### config.mk
export PLATFORM = sky130hd
export DESIGN_NAME = perf_counter_ctrl
export DESIGN_NICKNAME = d
export VERILOG_FILES = /design/src/rtl/riscv_pkg.sv /design/src/rtl/perf_dump_streamer.sv /design/src/rtl/perf_counter_ctrl.sv
export SDC_FILE = /design/constraint.sdc
export NUM_CORES = 1
export LEC_CHECK = 0
export CAP_MARGIN = 10
export CORE_ASPECT_RATIO = 2
export CORE_MARGIN = 2
export CORE_UTILIZATION = 56
export CTS_CLUSTER_SIZE = 28
export DETAILED_ROUTE_END_ITERATION = 16
export GPL_ROUTABILITY_DRIVEN = 1
export GPL_TIMING_DRIVEN = 0
export PLACE_DENSITY = 0.87
export SLEW_MARGIN = 20
export SYNTH_ARGS = -nofsm -noshare
export SYNTH_HDL_FRONTEND = slang
export SYNTH_SLANG_ARGS = --single-unit
### constraint.sdc
create_clock -name clk -period 3 [get_ports clk]
set_clock_uncertainty 0.1 [all_clocks]
set_input_delay 0.3 -clock clk [delete_from_list [all_inputs] [get_ports clk]]
set_output_delay 0.3 -clock clk [all_outputs]
set_load 0.02 [all_outputs]
### src/rtl/riscv_pkg.sv
// Shared constants and types for the performance counter control slice.
package riscv_pkg;

  localparam int PERF_COUNTER_WIDTH = 64;
  localparam int NUM_PERF_COUNTERS  = 5;
  localparam int PERF_DATA_W        = 32;

  // CSR register offsets inside the perf counter window.
  localparam logic [3:0] PERF_CSR_HI      = 4'h8;
  localparam logic [3:0] PERF_CSR_INHIBIT = 4'hE;
  localparam logic [3:0] PERF_CSR_CTRL    = 4'hF;

  // Dump engine states.
  typedef enum logic [1:0] {
    IDLE = 2'd0,
    SNAP = 2'd1,
    SEND = 2'd2
  } perf_dump_state_t;

endpackage

### src/rtl/perf_dump_streamer.sv
// Snapshot-and-dump engine: captures all counters in one cycle, then streams
// lo0, hi0, lo1, hi1, ... over a valid/ready port.
//
// Handshake: a word transfers on a cycle where out_valid && out_ready; while
// out_valid && !out_ready, out_data/out_idx/out_last hold their values.
module perf_dump_streamer
  import riscv_pkg::*;
#(
  parameter int NUM_COUNTERS = NUM_PERF_COUNTERS,
  parameter int CNT_W        = PERF_COUNTER_WIDTH,
  parameter int DATA_W       = PERF_DATA_W
) (
  input  logic                          clk,
  input  logic                          reset,
  input  logic                          start,
  input  logic [NUM_COUNTERS*CNT_W-1:0] counter_values,
  input  logic                          out_ready,
  output logic                          out_valid,
  output logic [DATA_W-1:0]             out_data,
  output logic [3:0]                    out_idx,
  output logic                          out_last,
  output perf_dump_state_t              state
);

  localparam logic [3:0] LAST_WORD = 4'(2*NUM_COUNTERS-1);

  perf_dump_state_t              state_q, state_d;
  logic [NUM_COUNTERS*CNT_W-1:0] snap_q;
  logic [3:0]                    word_q;
  logic                          fire;

  // The snapshot is laid out lo0,hi0,lo1,hi1,... so word n sits at n*DATA_W.
  assign out_valid = (state_q == SEND);
  assign out_data  = snap_q[word_q*DATA_W +: DATA_W];
  assign out_idx   = {1'b0, word_q[3:1]};
  assign out_last  = (word_q == LAST_WORD);
  assign fire      = out_valid && out_ready;
  assign state     = state_q;

  // State register; reset abandons any dump in progress.
  always_ff @(posedge clk or negedge reset) begin
    if (!reset) state_q <= IDLE;
    else        state_q <= state_d;
  end

  // Next-state logic; start requests outside IDLE are dropped, not queued.
  always_comb begin
    state_d = state_q;
    case (state_q)
      IDLE:    if (start) state_d = SNAP;
      SNAP:    state_d = SEND;
      SEND:    if (fire && out_last) state_d = IDLE;
      default: state_d = IDLE;
    endcase
  end

  // Coherent copy of the whole bank taken in the SNAP cycle.
  always_ff @(posedge clk or negedge reset) begin
    if (!reset)                snap_q <= '0;
    else if (state_q == SNAP)  snap_q <= counter_values;
  end

  // Word pointer: cleared on SNAP, advances per transfer, back to 0 after last.
  always_ff @(posedge clk or negedge reset) begin
    if (!reset)                word_q <= '0;
    else if (state_q == SNAP)  word_q <= '0;
    else if (fire)             word_q <= out_last ? 4'd0 : word_q + 4'd1;
  end

endmodule

### src/rtl/perf_counter_ctrl.sv
// Performance counter bank control: CSR decode, inhibit mask, bank clear,
// atomic lo/hi readout via hi_latch, and the dump streamer.
module perf_counter_ctrl
  import riscv_pkg::*;
#(
  parameter int NUM_COUNTERS = NUM_PERF_COUNTERS,
  parameter int CNT_W        = PERF_COUNTER_WIDTH,
  parameter int DATA_W       = PERF_DATA_W
) (
  input  logic                          clk,
  input  logic                          reset,
  input  logic [NUM_COUNTERS*CNT_W-1:0] counter_values,
  output logic [NUM_COUNTERS-1:0]       count_enable,
  output logic                          counter_clear,
  input  logic                          csr_re,
  input  logic                          csr_we,
  input  logic [3:0]                    csr_addr,
  input  logic [DATA_W-1:0]             csr_wdata,
  output logic [DATA_W-1:0]             csr_rdata,
  output logic                          csr_rvalid,
  input  logic                          dump_req,
  output logic                          dump_busy,
  output logic                          out_valid,
  input  logic                          out_ready,
  output logic [DATA_W-1:0]             out_data,
  output logic [3:0]                    out_idx,
  output logic                          out_last
);

  localparam logic [3:0] NUM_CNT_4 = 4'(NUM_COUNTERS);

  logic [NUM_COUNTERS-1:0] inhibit_q;
  logic [DATA_W-1:0]       hi_latch_q;
  logic [DATA_W-1:0]       rd_next;
  logic [DATA_W-1:0]       hi_next;
  logic                    cnt_sel;
  logic                    wr_inhibit;
  logic                    wr_ctrl;
  logic                    dump_start;
  perf_dump_state_t        dump_state;
  logic                    unused_wdata;

  assign cnt_sel      = (csr_addr < NUM_CNT_4);
  assign wr_inhibit   = csr_we && (csr_addr == PERF_CSR_INHIBIT);
  assign wr_ctrl      = csr_we && (csr_addr == PERF_CSR_CTRL);
  assign dump_start   = dump_req || (wr_ctrl && csr_wdata[1]);
  assign count_enable = ~inhibit_q;
  assign dump_busy    = (dump_state != IDLE);
  assign unused_wdata = ^csr_wdata[DATA_W-1:NUM_COUNTERS];

  // Read mux on current (pre-write) register state.
  always_comb begin
    rd_next = '0;
    hi_next = '0;
    if (cnt_sel) begin
      rd_next = counter_values[int'(csr_addr)*CNT_W +: DATA_W];
      hi_next = counter_values[int'(csr_addr)*CNT_W + DATA_W +: DATA_W];
    end else if (csr_addr == PERF_CSR_HI) begin
      rd_next = hi_latch_q;
    end else if (csr_addr == PERF_CSR_INHIBIT) begin
      rd_next[NUM_COUNTERS-1:0] = inhibit_q;
    end
  end

  // Registered read response; a lo read also latches the matching hi half.
  always_ff @(posedge clk or negedge reset) begin
    if (!reset) begin
      csr_rvalid <= 1'b0;
      csr_rdata  <= '0;
      hi_latch_q <= '0;
    end else begin
      csr_rvalid <= csr_re;
      if (csr_re) begin
        csr_rdata <= rd_next;
        if (cnt_sel) hi_latch_q <= hi_next;
      end
    end
  end

  // Inhibit mask register.
  always_ff @(posedge clk or negedge reset) begin
    if (!reset)          inhibit_q <= '0;
    else if (wr_inhibit) inhibit_q <= csr_wdata[NUM_COUNTERS-1:0];
  end

  // Single-cycle clear pulse on a control bit0 write.
  always_ff @(posedge clk or negedge reset) begin
    if (!reset) counter_clear <= 1'b0;
    else        counter_clear <= wr_ctrl && csr_wdata[0];
  end

  perf_dump_streamer #(
    .NUM_COUNTERS (NUM_COUNTERS),
    .CNT_W        (CNT_W),
    .DATA_W       (DATA_W)
  ) u_streamer (
    .clk            (clk),
    .reset          (reset),
    .start          (dump_start),
    .counter_values (counter_values),
    .out_ready      (out_ready),
    .out_valid      (out_valid),
    .out_data       (out_data),
    .out_idx        (out_idx),
    .out_last       (out_last),
    .state          (dump_state)
  );

endmodule

Yosys cells after proc, flatten, opt, wreduce, memory -nomap -nowiden
Cells that the tools add are included.
{ "classes": {"n_addsub": 2, "n_lt_le_gt_ge": 1, "n_eq_ne": 8, "shifts": 3, "mux": 10, "bitwise": 1, "n_reduce_logical": 12} }
{ "ops": {"columns": ["cell", "count"], "rows": [
  ["$shiftx A320 B10 Y32", 1],
  ["$shiftx A320 B11 Y32", 1],
  ["$shiftx A320 B12 Y32", 1],
  ["$mux W32", 1],
  ["$mux W27", 1],
  ["$eq A4 B4 Y1 const B", 4],
  ["$mux W4", 3],
  ["$add A10 B6 Y11 const B", 1],
  ["$mux W5", 2],
  ["$logic_and A1 B1 Y1", 6],
  ["$pmux W2 S3", 1],
  ["$not A5 Y5", 1],
  ["$add A4 B1 Y4 const B", 1],
  ["$lt A4 B3 Y1 const B", 1],
  ["$mux W2", 2],
  ["$ne A2 B2 Y1 const B", 2],
  ["$reduce_and A2 Y1", 2],
  ["$reduce_bool A2 Y1", 2],
  ["$eq A2 B1 Y1 const B", 1],
  ["$eq A2 B2 Y1 const B", 1],
  ["$logic_not A2 Y1", 1],
  ["$logic_or A1 B1 Y1", 1]
]} }
{ "totals": {"ff_bits": 397, "in_bits": 362, "out_inout_bits": 78, "elab_cells": 45} }

Logic depth before layout (Yosys ltp)
{ "depth": {"word_depth": 6, "mapped_depth": 8} }

By module
Synthesis repeated with hierarchy kept, for this count alone.
{ "unflattened": {"cells_unflattened": 1588, "area_unflattened_um2": 20572.2} }
{ "by_module_without_submodules": {"columns": ["module", "instances", "cells_per_inst", "area_per_inst_um2", "seq_area_each_um2"], "rows": [
  ["perf_dump_streamer", 1, 975, 15072.0, 8157.8],
  ["perf_counter_ctrl", 1, 613, 5500.3, 1776.7]
]} }

Worst setup path after synthesis
OpenSTA, ideal clock, no wires.
{ "synth_path": {"path_type": "register -> output", "startpoint": "register u_streamer.word_q[0]", "endpoint": "output out_data[20]", "t_arrival_ns": 1.758, "slack_ns": 0.842, "stages_incl_launch_ff": 7, "n_path_buf": 3, "cell_sequence": "dfrtp_1 > buf_2 > buf_2 > buf_2 > mux2_2 > o22ai_1 > o31ai_1"} }
{ "synth_via": {"elab_chain_cells": 1} }
{ "synth_rtl": {"columns": ["element", "line", "source"], "rows": [
  ["start, declared", "perf_dump_streamer.sv:29", "logic [3:0] word_q;"],
  ["start signal, assigned", "perf_dump_streamer.sv:67", "else if (fire) word_q <= out_last ? 4'd0 : word_q + 4'd1;"],
  ["$shiftx A320 B10 Y32", "perf_dump_streamer.sv:34", "assign out_data = snap_q[word_q*DATA_W +: DATA_W];"],
  ["end, declared", "perf_counter_ctrl.sv:25", "output logic [DATA_W-1:0] out_data,"]
]} }
No other way between the ends.

Worst setup path after layout
{ "layout_path": {"startpoint": "register u_streamer.word_q[3]", "endpoint": "output out_data[6]"} }
The elaborated chain is that of the path after synthesis.

==> results.yml <==
outcome:
  status: "complete, but fails checks"
  failed_checks: "negative setup slack"
route:
  post_drt_via_cell_ratio: 7.01
  wl_per_cell_um: 34.3
  vias: 17100
  ant_nets: 0
  first_iter_violations: 2037
  drc: 0
  first_pass_iters: 8
  route.final.wire_length_um: 83300
pwr:
  p_leak_nw: 10.8
  powerDensity_nw_per_um2: 980
  peakVddDrop_mv: 0.656
  power_mw: 26.2
sta:
  hold_viol: 0
  worst_slew_pin_slew_ns: 1.19
  relSlewSlack_pct: 20.4
  period_needed_ns: 3.03
  hold_slack_ns: 0.163
  rsz0062_at_grt: "true"
  fmax_ghz: 0.330
  timing.final.crit_share_pct: 101
  setup_tns_ns: -0.0866
  finalSetupViolCount: 3
  slew_violations: 0
  final.setup.worst_slack_ns: -0.0349
logic_synthesis:
  synth_top_area_share_pct: 48.8
  ys_ff_latch: 397
  post-synth-top-count-cell: "mux2_2"
  yosys.area.top_type: "dfrtp_1"
  netlist_instances: 1497
  yosysSeqAreaShare_pct: 48.8
  ys_warn_count: 0
  synth-async-reset-ratio_pct: 100
  syn_avg_cell_area_um2: 13.6
  yosysUniqueCellTypes: 45
  syn-num-nets: 1861
  synth_edf_count: 0
  netlist_area_um2: 20400
  synth_ff_type: "dfrtp_1"
  synthTopCellsByArea: "dfrtp_1 (49%), mux2_2 (23%), mux4_2 (11%)"
  yosys-top-cells-count: "mux2_2 (421), dfrtp_1 (397), mux4_2 (96), a21oi_1 (85)"
worst_setup_path:
  crit_path_top_delay_cell: "clkbuf_1"
  worstSetupStartpointType: "register"
  worst_r2r_path_depth: 6
  crit_type: "reg2out"
  end_kind: "output port"
  crit_chain: "clkbuf_1 > o31ai_1 > dlygate4sd2_1"
  worst_path_largest_cell_delay_ns: 0.87
  critPathArrivalTime_ns: 2.63
  r2r_end: "u_streamer.snap_q[121]"
  critical-path-top-delay-family: "buffers and inverters"
  rrSetupSlack_ns: 0.57
  worstPathRequired_ns: 2.60
  critPathBufInv: 2
  critical_path_peak_fanout: 10
  rr_startpoint: "u_streamer.state[1]"
floorplanning:
  core_area_um2: 35800
  fp.dieH_um: 274
  die_w_um: 139
  rows: 98
  initial_core_util_pct: 56.9
  num_io_pins: 440
  dieArea_um2: 38000
cts:
  tritoncts: "done"
  clockBufferDepth: 3
  cts_buffers: 36
  cts_setup_buffers: 0
  cts_sinks: 397
  cts-root-buf: "clkbuf_16"
  clk_latency_ns: 0.55
  htree_levels: 2
  clk_pin_slew_ns: 0.07
grt:
  grt_max_degree: 101
  grt_pass1_wl_um: 119000
  grt_pass1_vias: 18200
  grt.total_usage_pct: 43.4
  antenna_found_initial: 7
  grt-ovfl-total: 0
layout:
  fin_nets: 2311
  drive_above_1_share_pct: 37.1
  area_growth_pct: 31.2
placement:
  port_buffers: 408
  routabilityCongestion: 0.959
  place_ws_ns: -0.636
  dp_hpwl_um: 58800
run:
  max_cap_violations: 0
hold_path:
  min_path_type: "in2async"
sequential cells by signal (all words and copies together), names as in the netlist:
name,cells
inhibit_q,5
u_streamer.state,2
u_streamer.snap_q,320
counter_clear,1
u_streamer.word_q,4
csr_rvalid,1
csr_rdata,32
hi_latch_q,32
worst max path at each step:
stage          slack (ns)  cells past startpoint                      to                 start
5_1_grt             -0.02                      5             out_data[3]  u_streamer.word_q[2]
3_5_place_dp        -0.64                      6            out_data[22]  u_streamer.word_q[3]
4_1_cts             -0.02                      6             out_data[3]  u_streamer.word_q[0]
2_1_floorplan        0.84                      6            out_data[20]  u_streamer.word_q[0]
6_report            -0.03                      3             out_data[6]  u_streamer.word_q[3]
3_3_place_gp       -15.39                      1  u_streamer.snap_q[107]                 reset
through the flow:
stage | utilization (%) | instance area (um2) | cells
after floorplan | - | 20400 | 1497
final | 74.7 | 26700 | 2431
after global routing | 74.7 | 26700 | 2429
after CTS | 74.6 | 26700 | 2424
after global placement | 69.9 | 25000 | 2355
after detailed placement | 70.2 | 25100 | 2359
cell type report:
type / count / area (um2)
Inverter: 7 / 26.3
Tap cell: 450 / 563
Fill cell: 2303 / 9070
Clock inverter: 16 / 315
Antenna cell: 7 / 17.5
Timing Repair Buffer: 413 / 4120
Sequential cell: 397 / 9940
Clock buffer: 49 / 1060
Multi-Input combinational cell: 957 / 9760
Buffer: 135 / 930
per-layer routing:
metal	global-route usage (%)	part of all wire, %	vias to the layer above	wire length [um]
met5	0	0	-	0
met4	40.2	11	0	9440
met3	11.7	11	511	9050
met2	67.9	47	1528	39000
met1	47.9	31	8486	25800
li1	-	-	6525	-
cells by family after synthesis:
family / Yosys count / share of synthesized area [%]
AOI/OAI and AO/OA: 216 / 6.94
other: 1 / 0.0184
DFF: 397 / 48.8
adders and majority gates: 2 / 0.123
and+or+nand+nor: 196 / 5.56
muxes: 542 / 35.1
buffers and inverters: 143 / 3.48
placed cells by master (no fill, tap or decap), types with 27 or more instances in the layout:
cell	n
or3b_2	29
nor2b_1	31
dfrtp_1	396
o22ai_1	47
nor2_1	40
mux4_2	96
a221o_1	27
a21oi_1	85
clkbuf_1	44
mux2_2	421
nand2_1	35
o31ai_1	29
buf_2	49
clkbuf_16	37
clkdlybuf4s50_1	374
or2_0	27
repair_timing:
action / 4_1_cts / 5_1_grt
gates resized for setup: 113 / 70
hold buffers: 1 / 0
setup endpoints to repair: 33 / 33
hold endpoints to repair: 93 / 0
where the power goes:
| group | internal (mW) | total, mW | leakage, nW | switching, mW |
|---|---|---|---|---|
| logic | 5.85 | 11.6 | 5.45 | 5.77 |
| registers | 7.77 | 9.15 | 4.67 | 1.38 |
| clock network | 3.27 | 5.42 | 0.676 | 2.15 |
| total | 16.9 | 26.2 | 10.8 | 9.31 |
No activity file was read; power rests on OpenSTA's default activity.
